===== config.mk =====
export PLATFORM = sky130hd
export DESIGN_NAME = uart_serial_pair
export DESIGN_NICKNAME = d
export VERILOG_FILES = /design/src/rtl/uart_serial_pair.sv
export SDC_FILE = /design/constraint.sdc
export NUM_CORES = 1
export LEC_CHECK = 0
export ABC_CLOCK_PERIOD_IN_PS = 2500
export BUFFER_PORTS_ARGS = -buffer_cell sky130_fd_sc_hd__buf_4
export CAP_MARGIN = 10
export CORE_MARGIN = 5
export CORE_UTILIZATION = 59
export DETAILED_ROUTE_END_ITERATION = 10
export PLACE_DENSITY = 0.79
export SYNTH_ARGS = -nofsm -noshare
export SYNTH_HDL_FRONTEND = slang
export SYNTH_SLANG_ARGS = --single-unit

===== constraint.sdc =====
create_clock -name clk -period 2.5 [get_ports clk]
set_clock_uncertainty 0.2 [all_clocks]
set_input_delay 0.75 -clock clk [delete_from_list [all_inputs] [get_ports clk]]
set_output_delay 0.75 -clock clk [all_outputs]
set_load 0.05 [all_outputs]

===== src/rtl/uart_serial_pair.sv =====
// Full-duplex 8N1 UART: independent transmitter and receiver sharing clock, reset and baud timing.
// Handshake: a byte is taken on any rising edge with tx_din_vld=1 and busy=0 (requests while busy are dropped, not queued); rx_dout_vld is a one-cycle strobe with no ready, so the consumer must capture rx_dout on that cycle.
module uart_serial_pair #(
    parameter int CLK_FREQ = 50_000_000,
    parameter int BAUD     = 115200,
    parameter int BIT_CYC  = CLK_FREQ / BAUD
) (
    input  logic       clk,
    input  logic       rst,
    input  logic [7:0] tx_din,
    input  logic       tx_din_vld,
    output logic       tx,
    output logic       busy,
    input  logic       rx,
    output logic [7:0] rx_dout,
    output logic       rx_dout_vld
);

    localparam int CNT_W = (BIT_CYC > 1) ? $clog2(BIT_CYC) : 1;
    localparam logic [CNT_W-1:0] BAUD_LAST = CNT_W'(BIT_CYC - 1);
    localparam logic [CNT_W-1:0] HALF_LAST = CNT_W'(BIT_CYC / 2 - 1);

    typedef enum logic {TX_IDLE, TX_SEND} tx_state_t;
    typedef enum logic [1:0] {RX_IDLE, RX_START, RX_DATA, RX_STOP} rx_state_t;

    tx_state_t        tx_state, tx_state_nxt;
    logic [CNT_W-1:0] tx_baud, tx_baud_nxt;
    logic [3:0]       tx_bit, tx_bit_nxt;
    logic [7:0]       tx_shreg, tx_shreg_nxt;
    logic             tx_nxt, busy_nxt;

    rx_state_t        rx_state, rx_state_nxt;
    logic [CNT_W-1:0] rx_baud, rx_baud_nxt;
    logic [2:0]       rx_bit, rx_bit_nxt;
    logic [7:0]       rx_shreg, rx_shreg_nxt;
    logic [7:0]       rx_dout_nxt;
    logic             rx_dout_vld_nxt;
    logic             rx_s1, rx_s2, rx_d;
    logic             rx_fall;

    always_ff @(posedge clk) begin
        if (rst) begin
            tx_state <= TX_IDLE;
            tx_baud  <= '0;
            tx_bit   <= '0;
            tx_shreg <= '0;
            tx       <= 1'b1;
            busy     <= 1'b0;
        end else begin
            tx_state <= tx_state_nxt;
            tx_baud  <= tx_baud_nxt;
            tx_bit   <= tx_bit_nxt;
            tx_shreg <= tx_shreg_nxt;
            tx       <= tx_nxt;
            busy     <= busy_nxt;
        end
    end

    // tx is registered, so each line level is set one cycle ahead on the baud wrap.
    always_comb begin
        tx_state_nxt = tx_state;
        tx_baud_nxt  = tx_baud;
        tx_bit_nxt   = tx_bit;
        tx_shreg_nxt = tx_shreg;
        tx_nxt       = tx;
        busy_nxt     = busy;
        case (tx_state)
            TX_IDLE: begin
                if (tx_din_vld) begin
                    tx_state_nxt = TX_SEND;
                    tx_shreg_nxt = tx_din;
                    tx_baud_nxt  = '0;
                    tx_bit_nxt   = '0;
                    tx_nxt       = 1'b0;
                    busy_nxt     = 1'b1;
                end
            end
            TX_SEND: begin
                if (tx_baud == BAUD_LAST) begin
                    tx_baud_nxt = '0;
                    if (tx_bit == 4'd9) begin
                        tx_state_nxt = TX_IDLE;
                        tx_nxt       = 1'b1;
                        busy_nxt     = 1'b0;
                    end else begin
                        tx_bit_nxt = tx_bit + 4'd1;
                        if (tx_bit == 4'd8) begin
                            tx_nxt = 1'b1;
                        end else begin
                            tx_nxt       = tx_shreg[0];
                            tx_shreg_nxt = {1'b0, tx_shreg[7:1]};
                        end
                    end
                end else begin
                    tx_baud_nxt = tx_baud + 1'b1;
                end
            end
            default: tx_state_nxt = TX_IDLE;
        endcase
    end

    always_ff @(posedge clk) begin
        if (rst) begin
            rx_s1       <= 1'b1;
            rx_s2       <= 1'b1;
            rx_d        <= 1'b1;
            rx_state    <= RX_IDLE;
            rx_baud     <= '0;
            rx_bit      <= '0;
            rx_shreg    <= '0;
            rx_dout     <= 8'h00;
            rx_dout_vld <= 1'b0;
        end else begin
            rx_s1       <= rx;
            rx_s2       <= rx_s1;
            rx_d        <= rx_s2;
            rx_state    <= rx_state_nxt;
            rx_baud     <= rx_baud_nxt;
            rx_bit      <= rx_bit_nxt;
            rx_shreg    <= rx_shreg_nxt;
            rx_dout     <= rx_dout_nxt;
            rx_dout_vld <= rx_dout_vld_nxt;
        end
    end

    // A start needs a real high-to-low transition, so after a framing error the
    // line must return high before the receiver can arm again.
    assign rx_fall = rx_d & ~rx_s2;

    always_comb begin
        rx_state_nxt    = rx_state;
        rx_baud_nxt     = rx_baud;
        rx_bit_nxt      = rx_bit;
        rx_shreg_nxt    = rx_shreg;
        rx_dout_nxt     = rx_dout;
        rx_dout_vld_nxt = 1'b0;
        case (rx_state)
            RX_IDLE: begin
                if (rx_fall) begin
                    rx_state_nxt = RX_START;
                    rx_baud_nxt  = '0;
                end
            end
            RX_START: begin
                if (rx_baud == HALF_LAST) begin
                    rx_baud_nxt = '0;
                    rx_bit_nxt  = '0;
                    rx_state_nxt = rx_s2 ? RX_IDLE : RX_DATA;
                end else begin
                    rx_baud_nxt = rx_baud + 1'b1;
                end
            end
            RX_DATA: begin
                if (rx_baud == BAUD_LAST) begin
                    rx_baud_nxt  = '0;
                    rx_shreg_nxt = {rx_s2, rx_shreg[7:1]};
                    rx_bit_nxt   = rx_bit + 3'd1;
                    if (rx_bit == 3'd7) begin
                        rx_state_nxt = RX_STOP;
                    end
                end else begin
                    rx_baud_nxt = rx_baud + 1'b1;
                end
            end
            RX_STOP: begin
                if (rx_baud == BAUD_LAST) begin
                    rx_baud_nxt  = '0;
                    rx_state_nxt = RX_IDLE;
                    if (rx_s2) begin
                        rx_dout_nxt     = rx_shreg;
                        rx_dout_vld_nxt = 1'b1;
                    end
                end else begin
                    rx_baud_nxt = rx_baud + 1'b1;
                end
            end
            default: rx_state_nxt = RX_IDLE;
        endcase
    end

endmodule


==> impl_metrics.tcl <==
set metrics [dict create \
    antenna_found_initial 0 \
    async_flop_share_pct 0 \
    synth_warnings 0 \
    finalSetupViolations 0 \
    nNetsFinal 355 \
    leakagePower_nw 1.17 \
    syn_area_um2 2790 \
    worstMarginPinSlew_ns 0.765 \
    die_w_um 78.8 \
    cts_resized 0 \
    wl_per_cell_um 14.9 \
    slew_headroom_pct 48.7 \
    dr.pass1.iters 4 \
    synth_top_area_share_pct 41.6 \
    postRouteAntennaNets 0 \
    grt_usage_pct 21.0 \
    crit_required_ns 2.57 \
    final_max_slew_viol_count 0 \
    hold_path.class "flip-flop to flip-flop" \
    start_util_pct 59.9 \
    antenna_cells 0 \
    core_area_um2 4660 \
    cts_root_buf "clkbuf_8" \
    synth_common_cells "dfxtp_1, a21oi_1, mux2i_1" \
    holdBufCountCts 0 \
    rr_worst_depth 5 \
    cts_tree "yes" \
    post-route-util_pct 69.7 \
    cap_viol_max_count 0 \
    drcViolationCount 0 \
    numCtsBuffers 9 \
    portBuffers 22 \
    tns_ns 0 \
    synthMostInstantiatedCell "dfxtp_1" \
    path_clk_slew_ns 0.07 \
    cts_sinks 58 \
    overflow 0 \
    rsz0062_at_grt "no" \
    timing.fmax_mhz 460 \
    dominantRegCellSynth "dfxtp_1" \
    hold_viol 0 \
    critPathCaptureType "flip-flop" \
    grt_pass1_vias 2366 \
    synth_area_leader_cell "dfxtp_1" \
    muxShareOfSynthArea_pct 9.32 \
    whs_path_depth 1 \
    die-area_um2 6210 \
    worstSetupStartpointType "flip-flop" \
    dp_hpwl_um 3850 \
    drive_above_1_share_pct 19.0 \
    clock_path_buffers 2 \
    synth_nets 333 \
    area_delta_synth_final_pct 16.3 \
    status "complete, no violations" \
    synth_top_family_by_area "simple AND/OR/NAND/NOR gates" \
    rr_startpoint "rx_baud[7]" \
    synth_cells 311 \
    vdd_drop_max_mv 0.384 \
    synth_edf_count 0 \
    fp-row-count 25 \
    place.gp.congestion 0.817 \
    worstReg2RegEnd "rx_bit[2]" \
    power.density_nw_per_um2 668 \
    arrival_ns 2.24 \
    ios 23 \
    ys_ff_latch 58 \
    worstSetupPathType "flip-flop to flip-flop" \
    first_iter_violations 98 \
    viasPerCell 6.01 \
    synth_area_leaders "dfxtp_1, mux2i_1, a21oi_1" \
    grt_max_degree 40 \
    netlist-cell-type-count 48 \
    min_from "rx_s1" \
    fin_crit_sh_pct 86.9 \
    synth_xor_area_share_pct 0 \
    htree_levels 3 \
    min_period_ns 2.17 \
    yosys.area_share.simple_pct 22.4 \
    synthAdderAreaFrac_pct 4.48 \
    dr_total_vias 2348 \
    grt_pass1_wl_um 10500 \
    yosysSeqAreaShare_pct 41.6 \
    clk_latency_ns 0.33 \
    crit_fanout 10 \
    min_to "rx_s2" \
    syn_avg_cell_area_um2 8.98 \
    rrSetupSlack_ns 0.33 \
    die_h_um 78.8 \
    synth_compound_area_share_pct 17.6 \
    cts_setup_buffers 0 \
    wl_um 5830 \
]
## stage by stage
step | power [W] | worst slack [ns] | std cells | cell area, µm² | hold slack [ns]
after floorplan | 0.00108 | 0.476 | 311 | 2790 | 0.189
after global placement | 0.00113 | 0.396 | 376 | 3010 | 0.195
after detailed placement | 0.00113 | 0.348 | 376 | 3010 | 0.204
after CTS | 0.00218 | 0.344 | 391 | 3250 | 0.219
after global routing | 0.00224 | 0.168 | 391 | 3250 | 0.231
final | 0.00217 | 0.327 | 391 | 3250 | 0.220
## critical path: stages, from the launching register on
cell and delay (ns):
dfxtp_1 0.43, or4b_1 0.63, nor4_2 0.26, buf_4 0.24
a41o_2 0.16, mux2i_1 0.18
## layout make-up
type / count / area (µm²)
repair buffers: 32 / 240
flip-flops and latches: 58 / 1160
inverters: 10 / 37.5
well taps: 54 / 67.6
clock buffers: 10 / 138
multi-input cells: 222 / 1500
clock inverters: 5 / 103
fillers: 369 / 1410
## cells in the final DEF (no fill, tap or decap), types with 8 or more instances in the layout
cell | netlist | layout
nand2_1 | 20 | 20
nor2_1 | 20 | 20
mux2i_1 | 26 | 26
ha_1 | 10 | 10
dfxtp_1 | 58 | 58
clkbuf_8 | 0 | 10
a21oi_1 | 26 | 26
inv_1 | 10 | 10
nor2_2 | 8 | 8
o21ai_0 | 16 | 16
or3_1 | 10 | 10
buf_4 | 1 | 32
## logic make-up after synthesis
logic type / count (synthesis)
and+or+nand+nor: 109
AOI/OAI and AO/OA: 77
DFF: 58
buffers and inverters: 31
muxes: 26
adders and majority gates: 10
## per-layer routing
layer  routed length (µm)  GRT usage [%]  up-vias
met5                    0              0        -
met4                   88           9.62        0
met3                  241           6.12        7
met2                 2790           34.3       50
met1                 2710           25.4     1106
li1                     -              -     1185
## where the power goes
part,switching (W),internal [W]
clock,0.000374,0.000682
combinational,0.0000857,0.0000605
sequential,0.0000220,0.000944
## state kept, by name (all words and copies together), names as in the netlist, named ones only
signal       cells
tx_bit           4
tx               1
rx_dout_vld      1
rx_s1            1
rx_dout          8
tx_state         1
tx_shreg         8
rx_baud          9
tx_baud          9
rx_shreg         8
rx_state         1
rx_bit           3
rx_s2            1
busy             1
rx_d             1
## worst max-delay path by stage
stage                     startpoint         end  slack [ns]  cells after the start
after floorplan           rx_baud[2]  rx_dout[0]        0.48                      5
after global placement    rx_baud[2]   rx_bit[2]        0.40                      5
after detailed placement  rx_baud[2]   rx_bit[2]        0.35                      5
after CTS                 rx_baud[2]   rx_bit[2]        0.34                      5
after global routing      rx_baud[2]   rx_bit[2]        0.17                      5
final                     rx_baud[7]   rx_bit[2]        0.33                      5
Note: power is estimated with default switching activity, not from simulation.
